## config.mk

```make
export PLATFORM = sky130hd
export DESIGN_NAME = weight_dispatcher
export DESIGN_NICKNAME = d
export VERILOG_FILES = /design/src/rtl/weight_dispatcher.sv
export SDC_FILE = /design/constraint.sdc
export NUM_CORES = 1
export LEC_CHECK = 0
export ABC_CLOCK_PERIOD_IN_PS = 2220
export BUFFER_PORTS_ARGS = -buffer_cell sky130_fd_sc_hd__buf_2
export CAP_MARGIN = 5
export CORE_MARGIN = 2
export CORE_UTILIZATION = 45
export CTS_CLUSTER_DIAMETER = 50
export DETAILED_ROUTE_END_ITERATION = 16
export MAX_ROUTING_LAYER = met4
export PLACE_DENSITY_LB_ADDON = 0.08
export REMOVE_ABC_BUFFERS = 1
export SLEW_MARGIN = 20
export SYNTH_ARGS = -nofsm -noshare
export SYNTH_HDL_FRONTEND = slang
export SYNTH_SLANG_ARGS = --single-unit
export TNS_END_PERCENT = 20
```

## constraint.sdc

```tcl
create_clock -name clk_i -period 2.22 [get_ports clk_i]
set_input_delay 0.444 -clock clk_i [delete_from_list [all_inputs] [get_ports clk_i]]
set_output_delay 0.444 -clock clk_i [all_outputs]
set_load 0.02 [all_outputs]
```

## src/rtl/weight_dispatcher.sv

```systemverilog
// Streams len ROM words starting at base_addr into NUM_NODES node FIFOs, either
// round-robin (one node per word) or broadcast (every node per word), one fetch per cycle.
module weight_dispatcher #(
  parameter int NUM_NODES   = 4,
  parameter int ADDR_WIDTH  = 8,
  parameter int DATA_WIDTH  = 16,
  parameter int ROM_LATENCY = 1
) (
  input  logic                  clk_i,
  input  logic                  rst_ni,
  input  logic                  start_i,
  input  logic                  mode_i,
  input  logic [ADDR_WIDTH-1:0] base_addr_i,
  input  logic [ADDR_WIDTH:0]   len_i,
  input  logic [NUM_NODES-1:0]  node_full_i,
  output logic                  rom_en_o,
  output logic [ADDR_WIDTH-1:0] rom_addr_o,
  input  logic [DATA_WIDTH-1:0] rom_data_i,
  output logic [NUM_NODES-1:0]  wr_en_o,
  output logic [DATA_WIDTH-1:0] wr_data_o,
  output logic                  busy_o,
  output logic                  done_o,
  output logic                  all_done_o
);

  localparam int PTR_W = (NUM_NODES > 1) ? $clog2(NUM_NODES) : 1;

  typedef enum logic [1:0] {
    S_IDLE   = 2'd0,
    S_FETCH  = 2'd1,
    S_DRAIN  = 2'd2,
    S_FINISH = 2'd3
  } state_e;

  state_e                  state_q, state_d;
  logic                    mode_q;
  logic [ADDR_WIDTH-1:0]   base_q;
  logic [ADDR_WIDTH:0]     len_q;
  logic [ADDR_WIDTH:0]     issued_q;
  logic [PTR_W-1:0]        ptr_q;
  logic                    rom_en_q;
  logic [ADDR_WIDTH-1:0]   rom_addr_q;
  logic [NUM_NODES-1:0]    wr_en_q;
  logic [DATA_WIDTH-1:0]   wr_data_q;
  logic                    all_done_q;

  // Stage 0 is loaded together with rom_en; stage ROM_LATENCY lines up with valid rom_data.
  logic [ROM_LATENCY:0]    pipe_vld_q;
  logic [NUM_NODES-1:0]    pipe_mask_q [ROM_LATENCY+1];

  logic                    accept;
  logic                    issue;
  logic                    node_ready;
  logic [NUM_NODES-1:0]    issue_mask;

  always_comb begin
    state_d    = state_q;
    accept     = 1'b0;
    issue      = 1'b0;
    issue_mask = '0;
    node_ready = mode_q ? (node_full_i == '0) : ~node_full_i[ptr_q];
    case (state_q)
      S_IDLE: begin
        if (start_i) begin
          accept  = 1'b1;
          state_d = (len_i == '0) ? S_FINISH : S_FETCH;
        end
      end
      S_FETCH: begin
        if (issued_q == len_q) begin
          state_d = S_DRAIN;
        end else if (node_ready) begin
          issue      = 1'b1;
          issue_mask = mode_q ? {NUM_NODES{1'b1}} : (NUM_NODES'(1) << ptr_q);
        end
      end
      S_DRAIN: begin
        if (pipe_vld_q == '0) state_d = S_FINISH;
      end
      S_FINISH: state_d = S_IDLE;
      default:  state_d = S_IDLE;
    endcase
  end

  always_ff @(posedge clk_i or negedge rst_ni) begin
    if (!rst_ni) begin
      state_q    <= S_IDLE;
      mode_q     <= 1'b0;
      base_q     <= '0;
      len_q      <= '0;
      issued_q   <= '0;
      ptr_q      <= '0;
      rom_en_q   <= 1'b0;
      rom_addr_q <= '0;
      wr_en_q    <= '0;
      wr_data_q  <= '0;
      all_done_q <= 1'b0;
      pipe_vld_q <= '0;
      for (int i = 0; i <= ROM_LATENCY; i++) pipe_mask_q[i] <= '0;
    end else begin
      state_q  <= state_d;
      rom_en_q <= issue;
      if (accept) begin
        mode_q   <= mode_i;
        base_q   <= base_addr_i;
        len_q    <= len_i;
        issued_q <= '0;
        ptr_q    <= '0;
      end
      if (issue) begin
        rom_addr_q <= base_q + issued_q[ADDR_WIDTH-1:0];
        issued_q   <= issued_q + 1'b1;
        if (!mode_q) ptr_q <= (ptr_q == PTR_W'(NUM_NODES - 1)) ? '0 : ptr_q + PTR_W'(1);
      end
      pipe_vld_q     <= {pipe_vld_q[ROM_LATENCY-1:0], issue};
      pipe_mask_q[0] <= issue_mask;
      for (int i = 1; i <= ROM_LATENCY; i++) pipe_mask_q[i] <= pipe_mask_q[i-1];
      // FIFO writes are never throttled here; node_full headroom covers in-flight words.
      wr_en_q <= pipe_vld_q[ROM_LATENCY] ? pipe_mask_q[ROM_LATENCY] : '0;
      if (pipe_vld_q[ROM_LATENCY]) wr_data_q <= rom_data_i;
      if (state_d == S_FINISH) all_done_q <= 1'b1;
      else if (accept)         all_done_q <= 1'b0;
    end
  end

  assign rom_en_o   = rom_en_q;
  assign rom_addr_o = rom_addr_q;
  assign wr_en_o    = wr_en_q;
  assign wr_data_o  = wr_data_q;
  assign busy_o     = (state_q == S_FETCH) || (state_q == S_DRAIN);
  assign done_o     = (state_q == S_FINISH);
  assign all_done_o = all_done_q;

endmodule

```

==> results of run 1 <==
[synthesized netlist by cell type (all sizes together), types with 4 or more instances]
master,count,area [µm²]
a211o,7,61.3
nor2,13,48.8
nand2,19,71.3
or2,4,25.0
xnor2,9,78.8
dfrtp,70,1750
ha,17,213
nor3,12,60.1
o31ai,4,50.1
and2,4,25.0
nand3,9,45.0
inv,12,45.0
a21oi,4,23.8
and3,7,43.8
buf,5,46.3
o21ai,7,35.0
mux2,35,394
[through the flow]
step                total power [mW]  TNS [ns]  cell area, µm²  util (%)
floorplan                       3.59     -3.05            3260         -
global placement                4.26         0            3870      53.9
detailed placement              4.29         0            3870      53.9
CTS                             5.29         0            4050      56.5
global route                    5.67         0            4070      56.7
finish                          5.22         0            4070      56.7
[cells in the final DEF, fill, tap and decap left out, drive strengths merged, types with 2 or more instances in the layout]
cell type	instances
or3	2
o21ai	7
nor2	13
and3	7
clkinvlp	2
o21a	3
ha	17
nand3	9
xnor2	9
mux2	35
a21oi	4
mux2i	2
dfrtp	70
nand4	2
nor3b	3
a21o	2
buf	88
nand2	19
o31ai	4
clkbuf	9
xor2	3
and2	4
nor2b	2
or2	4
nor3	12
inv	17
a211o	7
[sequential cells by signal (all words and copies together), names as in the netlist]
register / count
state_q: 2
base_q: 8
rom_addr_o: 8
wr_data_o: 16
pipe_mask_q: 8
all_done_o: 1
pipe_vld_q: 2
mode_q: 1
wr_en_o: 4
issued_q: 9
len_q: 9
ptr_q: 2
[worst max-delay path by stage]
stage | start | endpoint
after floorplan | issued_q[1]$_DFFE_PN0P_ | issued_q[5]$_DFFE_PN0P_
after global placement | node_full_i[3] | issued_q[7]$_DFFE_PN0P_
after detailed placement | node_full_i[3] | issued_q[7]$_DFFE_PN0P_
after CTS | issued_q[0]$_DFFE_PN0P_ | issued_q[5]$_DFFE_PN0P_
after global routing | issued_q[0]$_DFFE_PN0P_ | issued_q[2]$_DFFE_PN0P_
final | issued_q[0]$_DFFE_PN0P_ | rom_addr_o[6]$_DFFE_PN0P_
[worst reg2reg max path: stages, from the launching register on]
cell,delay (ns)
dfrtp_2,0.43
ha_1,0.18
inv_1,0.05
fa_1,0.40
nor2b_1,0.13
o21a_1,0.16
o21a_1,0.15
o211ai_1,0.10
mux2_2,0.27
[area by class of cell]
type | count | area share, %
Sequential cell | 70 | 43.1
Multi-Input combinational cell | 184 | 36.1
Timing Repair Buffer | 88 | 12.1
Clock buffer | 9 | 3.04
Tap cell | 99 | 3.04
Clock inverter | 7 | 1.51
Inverter | 12 | 1.11
[cell families (layout without fill, tap and decap cells)]
group,Yosys count,after routing,synth area share (%)
simple gates,81,81,12.4
mux,38,38,13.2
xor+xnor,12,12,3.17
buf+inv,20,116,3.09
flops,70,70,52.9
compound gates,35,35,8.31
fa+ha+maj,18,18,7.02
[what timing repair did]
item | 4_1_cts | 5_1_grt
gates resized for setup | 0 | 1
endpoints found under the setup margin | 0 | 5
buffers inserted | 0 | 2
[power groups by stage]
stage,Combinational [mW],Sequential (mW),Clock [mW]
final,2.18,2.06,0.983
after global routing,2.44,2.14,1.09
after CTS,2.20,2.07,1.02
after detailed placement,2.19,2.10,0
after global placement,2.17,2.09,0
after floorplan,1.23,2.36,0
[metal layers]
layer / up-vias / global-route usage (%)
met5: - / -
li1: 1152 / -
met1: 1083 / 26.7
met4: 0 / 6.92
met3: 9 / 3.86
met2: 63 / 23.8
==> results.md, run 1 <==
* Run status: complete, no violations
* Finished Layout Cells at 469
* WL/cell at roughly 13 µm
* I/O Pins at 73
* Cell Int Power at 3.21 mW
* Worst-path clk slew at 0.08 ns
* Worst-margin pin slew at between 0.5 and 0.6 ns
* Clk pwr share at 18.8%
* Area of the multi-input gates at 1470 µm²
* Detailed Routing Iterations Pass 1 at 4
* GRT Util Overall at 17.9%
* Vias in the first global route at about 2200
* CORE AREA at 7180 µm²
* Seq cells post-synth at 70
* Met1 wire length at about 3200 µm
* Critical-path cell list: ha_1 -> inv_1 -> fa_1 -> nor2b_1 -> o21a_1 -> o21a_1 -> o211ai_1 -> mux2_2
* FF/Latch Area at 1750 µm²
* RSZ-0062 raised after global routing: no
* CP max stage delay at 0.43 ns
* EDFF count, synth at 0
* Reg2Reg Setup Slack at 0.24 ns
* Share of cells above drive strength 1 at just over 40%
* Vias at about 2300
* Comb power frac at 41.8%
* Die Y at ~90 µm
* CP arrival at 2.22 ns
* TritonCTS clock tree: yes
* Largest net degree at the start of global routing at 49
* # fillers at 647
* ANT cells at 0
* Leak pwr at 2.07 nW
* CP dominant cell by count: o21a_1
* Syn Inst Count at 274
* Final Hold Violating Endpoints at 0
* Crit Path Class: reg2reg
* DR vias/cell at 4.92
* Crit-path slowest cell: dfrtp_2
* Die width at approximately 90 µm
* Clock Path Buffers at 2
* DRT Wirelength at around 6300 µm
* Max-Slew Margin vs Limit at 62.4%
* Final worst setup slack at 0.235 ns
* Clock latency on the worst-skew pair at 0.35 ns
* Root Buffer: clkbuf_8
* Layout Skew at a little over 0.007 ns
* Fin nets at 424
* I/O Buffers at 72
* Routability congestion estimate at 0.755
* Critical Path RT at 2.46 ns
* Starting density of the core at 46.2%
* Sw power at 2.01 mW
* Met2 wire len at 2710 µm
* Crit path launch type: flip-flop
* Minimum clock period at a little under 2 ns
* DP Wirelength at 4600 µm
* Full die area at 8070 µm²
* Row cnt at 31
* DRC violations left at 0
* Worst vdd ir at roughly 0.68 mV
* Ys async rst share at 100%
* Max layer used: met4
* Reg-to-reg endpoint: rom_addr_o[6]$_DFFE_PN0P_
* Max_cap viols at 0
* Congestion Overflow GR at 0
* Initial DRC Count at 77
* Top delay family on crit path: adder cells
* Sequential Power Share at 39.4%
* Synth warnings at 0
* First-pass GRT wire length at ~11000 µm
* Layout Area Growth over Synthesis at 22.8%
* Placed Cells incl. Taps at 451
* Highest clock rate at between 500 and 600 MHz
* Routed wl met3 at 337 µm
* Initial antenna violation count at 0
* Reg-to-reg startpoint: issued_q[0]$_DFFE_PN0P_
* Final setup fails at 0
* Hold bufs inserted after CTS at 0
* Mapped Area at 3310 µm²
* CP bufs+invs at 1
* Hold/Removal Path Class: in2async
* Synth Flop Type: dfrtp_1
* Hold Slack at 0.0816 ns
* Pre-CTS setup slack at between 0.09 and 0.1 ns
* Routed Antenna Nets at 0
* H-tree levels at 3
* Net Sw Frac at 38.5%
* Total CTS buffers at 9
* R2R depth at 8
* Mapped Avg Cell Area at 12.1 µm²
* Slew Limit Fails at 0
* Seq/Total Area, Yosys at 52.9%
* Crit-path max FO at 6
* Period utilization at 89.4%
* CTS Sinks at 70
* PD cells at 1280 nW/µm²
* Crit path depth at 8
* CP endpoint kind: flip-flop
* Synth cell types at between 40 and 50
No activity file was read; power rests on OpenSTA's default activity.
==> run 2: changes to the inputs <==
Settings changed: BUFFER_PORTS_ARGS -buffer_cell sky130_fd_sc_hd__buf_2 to -buffer_cell sky130_fd_sc_hd__buf_4.
==> run 2 against run 1 <==
Against the previous run:
- routed wire length is 0.13% lower
- maximum frequency decreased by 1.4%
- first-iteration DRC count shrank 23%
- die area unchanged
- design area rose by 3.6%
- register-to-register slack got worse by 0.03 ns
- critical path type unchanged
- power grew 2.0%
- sequential cell count stayed put
- sequential share of layout area is 1.5 points lower
==> results.md, run 2 (same netlist as run 1, synthesis figures left out) <==
* Run status: complete, no violations
* Initial antenna violation count at 0
* Worst-margin pin slew at 0.417 ns
* PD cells at 1260 nW/µm²
* Number of flip-flops in the largest register at 16
* Fin util at approximately 59%
* Max_cap viols at 0
* Final Hold Violating Endpoints at 0
* First-pass GRT wire length at approximately 11000 µm
* Worst vdd ir at 0.651 mV
* Full die area at 8070 µm²
* CP arrival at 2.26 ns
* Vias in the first global route at 2231
* Crit Path Class: reg2reg
* Pre-CTS setup slack at just over 0.08 ns
* DR vias/cell at 4.98
* Highest clock rate at 497 MHz
* GRT Util Overall at 17.1%
* Placed Cells incl. Taps at 449
* Fin nets at 421
* I/O Buffers at between 70 and 80
* RSZ-0062 raised after global routing: no
* Hold/Removal Path Class: in2async
* R2R depth at 7
* Root Buffer: clkbuf_8
* Most frequent cells in the layout: 84 x buf_4, 69 x dfrtp_1, 35 x mux2_2, 19 x nand2_1, 17 x ha_1
* Finished Layout Cells at around 470
* Reg2Reg Setup Slack at between 0.2 and 0.25 ns
* Initial DRC Count at 59
* Layout Area Growth over Synthesis at 27.1%
* Final setup fails at 0
* Slew Limit Fails at 0
* CP endpoint kind: flip-flop
* Vias at 2320
* H-tree levels at 3
* Critical Path RT at 2.47 ns
* Leak pwr at 2.11 nW
* DRT Wirelength at 6280 µm
* Layout Skew at slightly above 0.01 ns
* Clock Path Buffers at 2
* Minimum clock period at 2.01 ns
* Die Y at 89.8 µm
* Routability congestion estimate at 0.778
* TritonCTS clock tree: yes
* Starting density of the core at ~46%
* Total CTS buffers at 9
* Routed Antenna Nets at 0
* Crit-path max FO at 7
* ANT cells at 0
* Reg-to-reg endpoint: issued_q[8]$_DFFE_PN0P_
* Hold bufs inserted after CTS at 0
* Detailed Routing Iterations Pass 1 at 4
* CORE AREA at 7180 µm²
* Most common cell after layout, fill and taps aside: buf_4
* Congestion Overflow GR at 0
* Row cnt at 31
* Max-Slew Margin vs Limit at 72.2%
* Clock latency on the worst-skew pair at 0.36 ns
* Share of cells above drive strength 1 at 40.3%
* Largest net degree at the start of global routing at roughly 40
* I/O Pins at 73
* Period utilization at 90.7%
* DRC violations left at 0
* CTS Sinks at 70
* WL/cell at about 13 µm
* Crit path launch type: flip-flop
* Reg-to-reg startpoint: len_q[7]$_DFFE_PN0P_
* Die width at 89.8 µm
* Final worst setup slack at 0.207 ns
* Worst-path clk slew at 0.08 ns
* DP Wirelength at 4620 µm
[run 2: repair_timing]
action / CTS / global route
endpoints found under the setup margin: 0 / 6
buffers inserted: 0 / 1
gates resized for setup: 0 / 1
[run 2: area by class of cell]
type / instances / area [µm²]
fillers: 635 / 2960
flip-flops and latches: 70 / 1750
multi-input cells: 184 / 1470
repair buffers: 85 / 651
clock buffers: 10 / 128
well taps: 99 / 124
clock inverters: 6 / 45.0
inverters: 12 / 45.0
[run 2: how the worst max path moves through the flow]
stage                                  startpoint                   endpoint  slack (ns)  cells after the start
after floorplan           issued_q[1]$_DFFE_PN0P_    issued_q[5]$_DFFE_PN0P_       -0.41                      6
after global placement             node_full_i[3]    issued_q[7]$_DFFE_PN0P_        0.13                      7
after detailed placement           node_full_i[3]    issued_q[7]$_DFFE_PN0P_        0.08                      7
after CTS                 issued_q[1]$_DFFE_PN0P_    issued_q[8]$_DFFE_PN0P_        0.13                      7
after global routing      issued_q[0]$_DFFE_PN0P_  rom_addr_o[6]$_DFFE_PN0P_        0.07                      8
final                        len_q[7]$_DFFE_PN0P_    issued_q[8]$_DFFE_PN0P_        0.21                      7
[run 2: metrics by stage]
stage	area [µm²]	total power, mW	hold slack, ns	setup TNS (ns)
2_1_floorplan	3260	3.59	0.148	-3.05
3_5_place_dp	4030	4.45	0.338	0
6_report	4210	5.33	0.0143	0
5_1_grt	4210	5.69	0.0539	0
4_1_cts	4210	5.38	0.0351	0
3_3_place_gp	4030	4.40	0.332	0
[run 2: per-layer routing]
| metal | global-route usage (%) | wire length, µm |
|---|---|---|
| met1 | 24.0 | 3130 |
| met5 | - | 0 |
| met2 | 23.7 | 2670 |
| met4 | 7.69 | 153 |
| met3 | 3.86 | 317 |
[run 2: report_power, final]
| group | switching (mW) | internal, mW | total (mW) | leakage [nW] |
|---|---|---|---|---|
| registers | 0.315 | 1.77 | 2.08 | 0.883 |
| logic | 1.17 | 1.16 | 2.33 | 1.13 |
| clock network | 0.506 | 0.413 | 0.919 | 0.0910 |
[run 2: worst max-delay path, cell delays in order, from the launching register on]
cell and delay, ns:
dfrtp_1 0.39, xnor2_1 0.21, nand4_1 0.19, o31ai_4 0.40, inv_2 0.11, buf_4 0.18, and3_1 0.17, a211o_1 0.26
